$ cat src/rtl/math_pkg.sv
// Shared definitions for the sequential multiply/divide unit: operation codes,
// FSM states and small op-decoding helpers.
package math_pkg;

  localparam logic [1:0] OP_MULU = 2'b00;
  localparam logic [1:0] OP_MULS = 2'b01;
  localparam logic [1:0] OP_DIVU = 2'b10;
  localparam logic [1:0] OP_DIVS = 2'b11;

  typedef enum logic [1:0] {
    S_IDLE = 2'd0,
    S_RUN  = 2'd1,
    S_DONE = 2'd2
  } state_t;

  function automatic logic op_is_div(input logic [1:0] op);
    return (op == OP_DIVU) || (op == OP_DIVS);
  endfunction

  function automatic logic op_is_signed(input logic [1:0] op);
    return (op == OP_MULS) || (op == OP_DIVS);
  endfunction

endpackage

$ cat src/rtl/math_iter_core.sv
// Iterative datapath on unsigned magnitudes: shift-add multiply or restoring
// shift-subtract divide, one bit per step. raw_hi/raw_lo show the post-step values.
module math_iter_core #(
  parameter int WIDTH = 16
) (
  input  logic             clock,
  input  logic             reset,
  input  logic             load,
  input  logic             step,
  input  logic             is_div,
  input  logic [WIDTH-1:0] mag_a,
  input  logic [WIDTH-1:0] mag_b,
  output logic [WIDTH-1:0] raw_hi,
  output logic [WIDTH-1:0] raw_lo
);

  logic [WIDTH-1:0] acc_q, acc_d, sh_q, sh_d, opb_q, opb_d;
  logic [WIDTH-1:0] acc_s, sh_s;
  logic [WIDTH:0]   sum, shifted, trial;

  always_comb begin
    sum     = {1'b0, acc_q} + (sh_q[0] ? {1'b0, opb_q} : '0);
    shifted = {acc_q, sh_q[WIDTH-1]};
    trial   = shifted - {1'b0, opb_q};
    // Partial remainder stays below the divisor, so bit WIDTH of trial is the borrow.
    if (is_div) begin
      if (!trial[WIDTH]) begin
        acc_s = trial[WIDTH-1:0];
        sh_s  = {sh_q[WIDTH-2:0], 1'b1};
      end else begin
        acc_s = shifted[WIDTH-1:0];
        sh_s  = {sh_q[WIDTH-2:0], 1'b0};
      end
    end else begin
      {acc_s, sh_s} = {sum, sh_q[WIDTH-1:1]};
    end

    acc_d = acc_q;
    sh_d  = sh_q;
    opb_d = opb_q;
    if (load) begin
      acc_d = '0;
      sh_d  = mag_a;
      opb_d = mag_b;
    end else if (step) begin
      acc_d = acc_s;
      sh_d  = sh_s;
    end
  end

  always_ff @(posedge clock or posedge reset) begin
    if (reset) begin
      acc_q <= '0;
      sh_q  <= '0;
      opb_q <= '0;
    end else begin
      acc_q <= acc_d;
      sh_q  <= sh_d;
      opb_q <= opb_d;
    end
  end

  assign raw_hi = acc_s;
  assign raw_lo = sh_s;

endmodule

$ cat src/rtl/seq_math_unit.sv
// Multi-cycle multiply/divide unit with start/busy/done handshake. Holds the FSM,
// iteration counter, sign fix-up and the divide-by-zero / overflow flags.
module seq_math_unit
  import math_pkg::*;
#(
  parameter int WIDTH = 16
) (
  input  logic             clock,
  input  logic             reset,
  input  logic             start,
  input  logic [1:0]       op,
  input  logic [WIDTH-1:0] a,
  input  logic [WIDTH-1:0] b,
  output logic             busy,
  output logic             done,
  output logic [WIDTH-1:0] result_lo,
  output logic [WIDTH-1:0] result_hi,
  output logic             div_zero,
  output logic             overflow
);

  localparam int CNT_W = $clog2(WIDTH + 1);
  localparam logic [WIDTH-1:0] MOST_NEG = {1'b1, {(WIDTH-1){1'b0}}};

  state_t           state_q, state_d;
  logic [CNT_W-1:0] cnt_q, cnt_d;
  logic [1:0]       op_q, op_d;
  logic             neg_res_q, neg_res_d, neg_rem_q, neg_rem_d, ovf_pend_q, ovf_pend_d;
  logic             busy_q, busy_d, done_q, done_d, dz_q, dz_d, ov_q, ov_d;
  logic [WIDTH-1:0] lo_q, lo_d, hi_q, hi_d;

  logic             accept, neg_a, neg_b, core_load, core_step;
  logic [WIDTH-1:0] mag_a, mag_b, raw_hi, raw_lo;
  logic [2*WIDTH-1:0] prod;

  math_iter_core #(.WIDTH(WIDTH)) u_core (
    .clock  (clock),
    .reset  (reset),
    .load   (core_load),
    .step   (core_step),
    .is_div (op_is_div(op_q)),
    .mag_a  (mag_a),
    .mag_b  (mag_b),
    .raw_hi (raw_hi),
    .raw_lo (raw_lo)
  );

  always_comb begin
    neg_a  = op_is_signed(op) && a[WIDTH-1];
    neg_b  = op_is_signed(op) && b[WIDTH-1];
    // Unsigned WIDTH-bit magnitude keeps 2^(WIDTH-1) exact for the most-negative value.
    mag_a  = neg_a ? -a : a;
    mag_b  = neg_b ? -b : b;
    accept = start && (state_q != S_RUN);
    prod   = neg_res_q ? -{raw_hi, raw_lo} : {raw_hi, raw_lo};

    state_d    = state_q;
    cnt_d      = cnt_q;
    op_d       = op_q;
    neg_res_d  = neg_res_q;
    neg_rem_d  = neg_rem_q;
    ovf_pend_d = ovf_pend_q;
    busy_d     = 1'b0;
    done_d     = 1'b0;
    dz_d       = dz_q;
    ov_d       = ov_q;
    lo_d       = lo_q;
    hi_d       = hi_q;
    core_load  = 1'b0;
    core_step  = 1'b0;

    case (state_q)
      S_RUN: begin
        core_step = 1'b1;
        cnt_d     = cnt_q - CNT_W'(1);
        if (cnt_q == CNT_W'(1)) begin
          state_d = S_DONE;
          done_d  = 1'b1;
          if (op_is_div(op_q)) begin
            lo_d = neg_res_q ? -raw_lo : raw_lo;
            hi_d = neg_rem_q ? -raw_hi : raw_hi;
            ov_d = ovf_pend_q;
          end else begin
            {hi_d, lo_d} = prod;
          end
        end else begin
          busy_d = 1'b1;
        end
      end
      default: begin
        if (accept) begin
          op_d       = op;
          neg_res_d  = neg_a ^ neg_b;
          neg_rem_d  = neg_a;
          ovf_pend_d = (op == OP_DIVS) && (a == MOST_NEG) && (b == '1);
          cnt_d      = CNT_W'(WIDTH);
          dz_d       = 1'b0;
          ov_d       = 1'b0;
          if (op_is_div(op) && (b == '0)) begin
            state_d = S_DONE;
            done_d  = 1'b1;
            lo_d    = '1;
            hi_d    = a;
            dz_d    = 1'b1;
          end else begin
            state_d   = S_RUN;
            busy_d    = 1'b1;
            core_load = 1'b1;
          end
        end else begin
          state_d = S_IDLE;
        end
      end
    endcase
  end

  always_ff @(posedge clock or posedge reset) begin
    if (reset) begin
      state_q    <= S_IDLE;
      cnt_q      <= '0;
      op_q       <= OP_MULU;
      neg_res_q  <= 1'b0;
      neg_rem_q  <= 1'b0;
      ovf_pend_q <= 1'b0;
      busy_q     <= 1'b0;
      done_q     <= 1'b0;
      dz_q       <= 1'b0;
      ov_q       <= 1'b0;
      lo_q       <= '0;
      hi_q       <= '0;
    end else begin
      state_q    <= state_d;
      cnt_q      <= cnt_d;
      op_q       <= op_d;
      neg_res_q  <= neg_res_d;
      neg_rem_q  <= neg_rem_d;
      ovf_pend_q <= ovf_pend_d;
      busy_q     <= busy_d;
      done_q     <= done_d;
      dz_q       <= dz_d;
      ov_q       <= ov_d;
      lo_q       <= lo_d;
      hi_q       <= hi_d;
    end
  end

  assign busy      = busy_q;
  assign done      = done_q;
  assign result_lo = lo_q;
  assign result_hi = hi_q;
  assign div_zero  = dz_q;
  assign overflow  = ov_q;

endmodule

$ cat config.mk
export PLATFORM = sky130hd
export DESIGN_NAME = seq_math_unit
export DESIGN_NICKNAME = d
export VERILOG_FILES = /design/src/rtl/math_pkg.sv /design/src/rtl/math_iter_core.sv /design/src/rtl/seq_math_unit.sv
export SDC_FILE = /design/constraint.sdc
export NUM_CORES = 1
export LEC_CHECK = 0
export BUFFER_PORTS_ARGS = -buffer_cell sky130_fd_sc_hd__buf_2
export CAP_MARGIN = 20
export CORE_MARGIN = 3
export CORE_UTILIZATION = 56
export CTS_BUF_LIST = sky130_fd_sc_hd__clkbuf_8
export DETAILED_ROUTE_END_ITERATION = 8
export GPL_TIMING_DRIVEN = 0
export PLACE_DENSITY_LB_ADDON = 0.15
export SLEW_MARGIN = 20
export SYNTH_ARGS = -nofsm -noshare
export SYNTH_HDL_FRONTEND = slang
export SYNTH_HIERARCHICAL = 1
export SYNTH_SLANG_ARGS = --single-unit
export TNS_END_PERCENT = 20
$ cat constraint.sdc
create_clock -name clock -period 3.8 [get_ports clock]
set_input_delay 0.38 -clock clock [delete_from_list [all_inputs] [get_ports clock]]
set_output_delay 0.38 -clock clock [all_outputs]
set_load 0.02 [all_outputs]
==> flow_metrics.env <==
export IMPL_nFillCells=1111
export IMPL_hpwl_mm=18.9
export IMPL_io_pins=73
export IMPL_yosys_area_top_type="dfrtp_1"
export IMPL_synth_top_flop_cell="dfrtp_1"
export IMPL_cap_violations=0
export IMPL_critPathRequiredTime_ps=4070
export IMPL_antenna_cells=0
export IMPL_synth_async_reset_ratio_pct=100
export IMPL_end_kind="flop"
export IMPL_grt_pass1_vias=7349
export IMPL_post_drt_wl_per_cell_um=20.1
export IMPL_grt_usage_pct=31.5
export IMPL_vias=8036
export IMPL_cts_made_buffers=9
export IMPL_hold_worst_slack_ps=253
export IMPL_grt_pass1_wl_mm=39.3
export IMPL_antenna_found_initial=0
export IMPL_tritoncts="built"
export IMPL_synth_seq_cells=95
export IMPL_die_h_um=125
export IMPL_failed_checks="setup timing"
export IMPL_finalWorstSetupSlack_ps=-532
export IMPL_dpl_worst_slack_ps=-906
export IMPL_hold_viol=0
export IMPL_rsz0062_at_grt="true"
export IMPL_ys_top_cells_by_area="dfrtp_1 (30%), ha_1 (6.2%), nand2_1 (5.2%)"
export IMPL_grt_use_met1_pct=44.5
export IMPL_clk_path_buf_depth=2
export IMPL_syn_to_final_growth_pct=20.3
export IMPL_drtIter0Drc=869
export IMPL_yosysWarningCount=6
export IMPL_drc=0
export IMPL_grt_max_degree=34
export IMPL_clkSinkCount=95
export IMPL_final_antenna_net_count=0
export IMPL_ys_seq_area_share_pct=30.2
export IMPL_synthCells=961
export IMPL_postPlaceCellArea_sq_um=8490
export IMPL_routed_wl_mm=25.4
export IMPL_grt_overflow_total=0
export IMPL_crit_arrival_ps=4600
export IMPL_portBuffers=72
export IMPL_ys_types=81
export IMPL_synth_top_cell_area_share_pct=30.2
export IMPL_finalWeightedCongestion=0.974
export IMPL_cp_max_fo=4
export IMPL_drtPass1Iterations=5
export IMPL_outcome="complete, but fails checks"
export IMPL_path_clk_slew_ps=90
export IMPL_layout_drive_gt1_share_pct=22.8
export IMPL_clock_latency_ps=390
export IMPL_synth_nets=1039
export IMPL_rrSetupSlack_ps=-530
export IMPL_hold_class="in2reg"
export IMPL_start_util_pct=58.2
export IMPL_final_max_slew_viol_count=0
export IMPL_fin_skew_ps=8.06
export IMPL_post_route_period_util_pct=114
export IMPL_clockRootBuffer="clkbuf_8"
export IMPL_die_area_sq_um=15500
export IMPL_die_x_um=125
export IMPL_max_freq_mhz=231
export IMPL_crit_type="reg2reg"
export IMPL_setup_viol=18
export IMPL_synth_edf_count=0
export IMPL_cp_start_kind="flop"
export IMPL_fin_area_sq_um=9470
export IMPL_netlist_area_sq_um=7870
export IMPL_design_core_area_sq_um=13500
export IMPL_worst_pin_slew_ps=1010
export IMPL_gr_usage_met2_pct=47.1
export IMPL_cts_max_level=3
export IMPL_period_minus_slack_ps=4330
export IMPL_met3_usage_pct=8.53
export IMPL_placementRows=42
export IMPL_via_per_inst=6.37
export IMPL_grt_busiest_layer="met2"
export IMPL_slew_headroom_pct=32.1
export IMPL_layout_nets=1159
export IMPL_synth_area_per_cell_sq_um=8.19
-- repair_timing --
item | CTS | global route
buffers inserted | 14 | 20
endpoints found under the setup margin | 22 | 34
pin swaps | 22 | 34
gates resized for setup | 48 | 67
hold buffers | 1 | 0
endpoints found under the hold margin | 31 | 0
-- worst paths after layout --
| path | cells past startpoint | end | startpoint |
|---|---|---|---|
| max | 19 | result_hi[5] | u_core/sh_q[15] |
| max in group asynchronous | 4 | u_core/sh_q[0] | reset |
| max reg2reg | 19 | result_hi[5] | u_core/sh_q[15] |
| min | 2 | op_q[1] | op[1] |
| min in group asynchronous | 3 | result_lo[4] | reset |
| min reg2reg | 1 | result_hi[0] | result_hi[0] |
-- state kept, by name, indices dropped and copies added, names as in the netlist --
register      flops
busy              1
cnt_q             5
div_zero          1
done              1
neg_rem_q         1
neg_res_q         1
op_q              1
overflow          1
ovf_pend_q        1
result_hi        16
result_lo        16
state_q           2
u_core/acc_q     16
u_core/opb_q     16
u_core/sh_q      16
-- synth_stat cells (all sizes together) (8+ instances only) --
| master | number |
|---|---|
| and2 | 21 |
| buf | 8 |
| clkbuf | 42 |
| mux2i | 26 |
| nor2 | 80 |
| and3 | 12 |
| xnor2 | 33 |
| ha | 39 |
| a21oi | 58 |
| mux2 | 23 |
| nor3 | 27 |
| nand4 | 9 |
| nand2b | 11 |
| o21ai | 88 |
| dfrtp | 95 |
| a31oi | 18 |
| a211oi | 8 |
| inv | 43 |
| nor4 | 18 |
| o211ai | 10 |
| nand3 | 17 |
| nand2 | 111 |
| xor2 | 39 |
| a21o | 13 |
-- area by class of cell --
type,count,area (sq um),share of cell area [%]
repair buffers,109,697,7.36
clock buffers,9,124,1.31
inverters,43,161,1.71
multi-input cells,773,5590,59.1
plain buffers,50,219,2.31
clock inverters,7,72.6,0.767
well taps,176,220,2.33
flip-flops and latches,95,2380,25.1
-- placed cells by master (no fill, tap or decap), types with 9 or more instances in the layout --
| master | n |
|---|---|
| xor2_1 | 39 |
| ha_1 | 35 |
| nand2_1 | 101 |
| clkbuf_8 | 9 |
| dfrtp_1 | 94 |
| nor4_1 | 11 |
| a21oi_1 | 52 |
| a31oi_1 | 18 |
| nand4_1 | 9 |
| and3_1 | 11 |
| a21o_1 | 13 |
| o21ai_1 | 15 |
| nand3_1 | 14 |
| mux2_2 | 18 |
| inv_1 | 36 |
| buf_4 | 28 |
| buf_2 | 77 |
| nor3_1 | 22 |
| nor2_1 | 74 |
| xnor2_1 | 31 |
| clkbuf_1 | 39 |
| and2_1 | 21 |
| mux2i_1 | 24 |
| nand2b_1 | 10 |
| o21ai_0 | 64 |
-- per-stage QoR --
| step | util [%] | instances | setup TNS (ps) |
|---|---|---|---|
| floorplan | - | 961 | -226 |
| global placement | 62.6 | 1209 | -10000 |
| detailed placement | 62.9 | 1211 | -9770 |
| CTS | 66.9 | 1242 | -5640 |
| global route | 70.1 | 1262 | -7860 |
| finish | 70.1 | 1262 | -3410 |
-- cell families (layout without fill, tap and decap cells) --
group,after synthesis,in the layout,synth area share [%]
AO/OA/AOI/OAI,273,273,22.8
XOR/XNOR,72,72,8.02
adder cells (fa/ha/maj),41,41,6.71
buffers and inverters,93,218,4.79
flip-flops,95,95,30.2
multiplexers,49,49,6.65
AND/OR/NAND/NOR,338,338,20.8
-- critical path, cell delays in order (launching register included) --
cell and delay [ps]:
dfrtp_1 400, inv_2 90, ha_4 140, inv_2 40, fa_2 380, a211oi_4 280
o211ai_1 120, nand2_2 160, o21a_1 200, o211ai_4 130, buf_6 170, mux2_4 310
nand2_4 80, o21ai_4 70, or3_4 400, or3_4 340, or4_1 410, a32oi_1 200
xor2_1 220, o21ai_1 70
-- per-layer routing --
layer | part of all wire (%) | wire length (um) | vias up
met2 | 45 | 11300 | 392
li1 | - | - | 3711
met4 | 2.6 | 670 | 0
met5 | 0 | 0 | -
met1 | 43 | 10900 | 3875
met3 | 9.5 | 2400 | 58
Power is left out: the tool's default activity adds up to more than one toggle a clock period on the data nets, which glitch-free logic cannot reach.
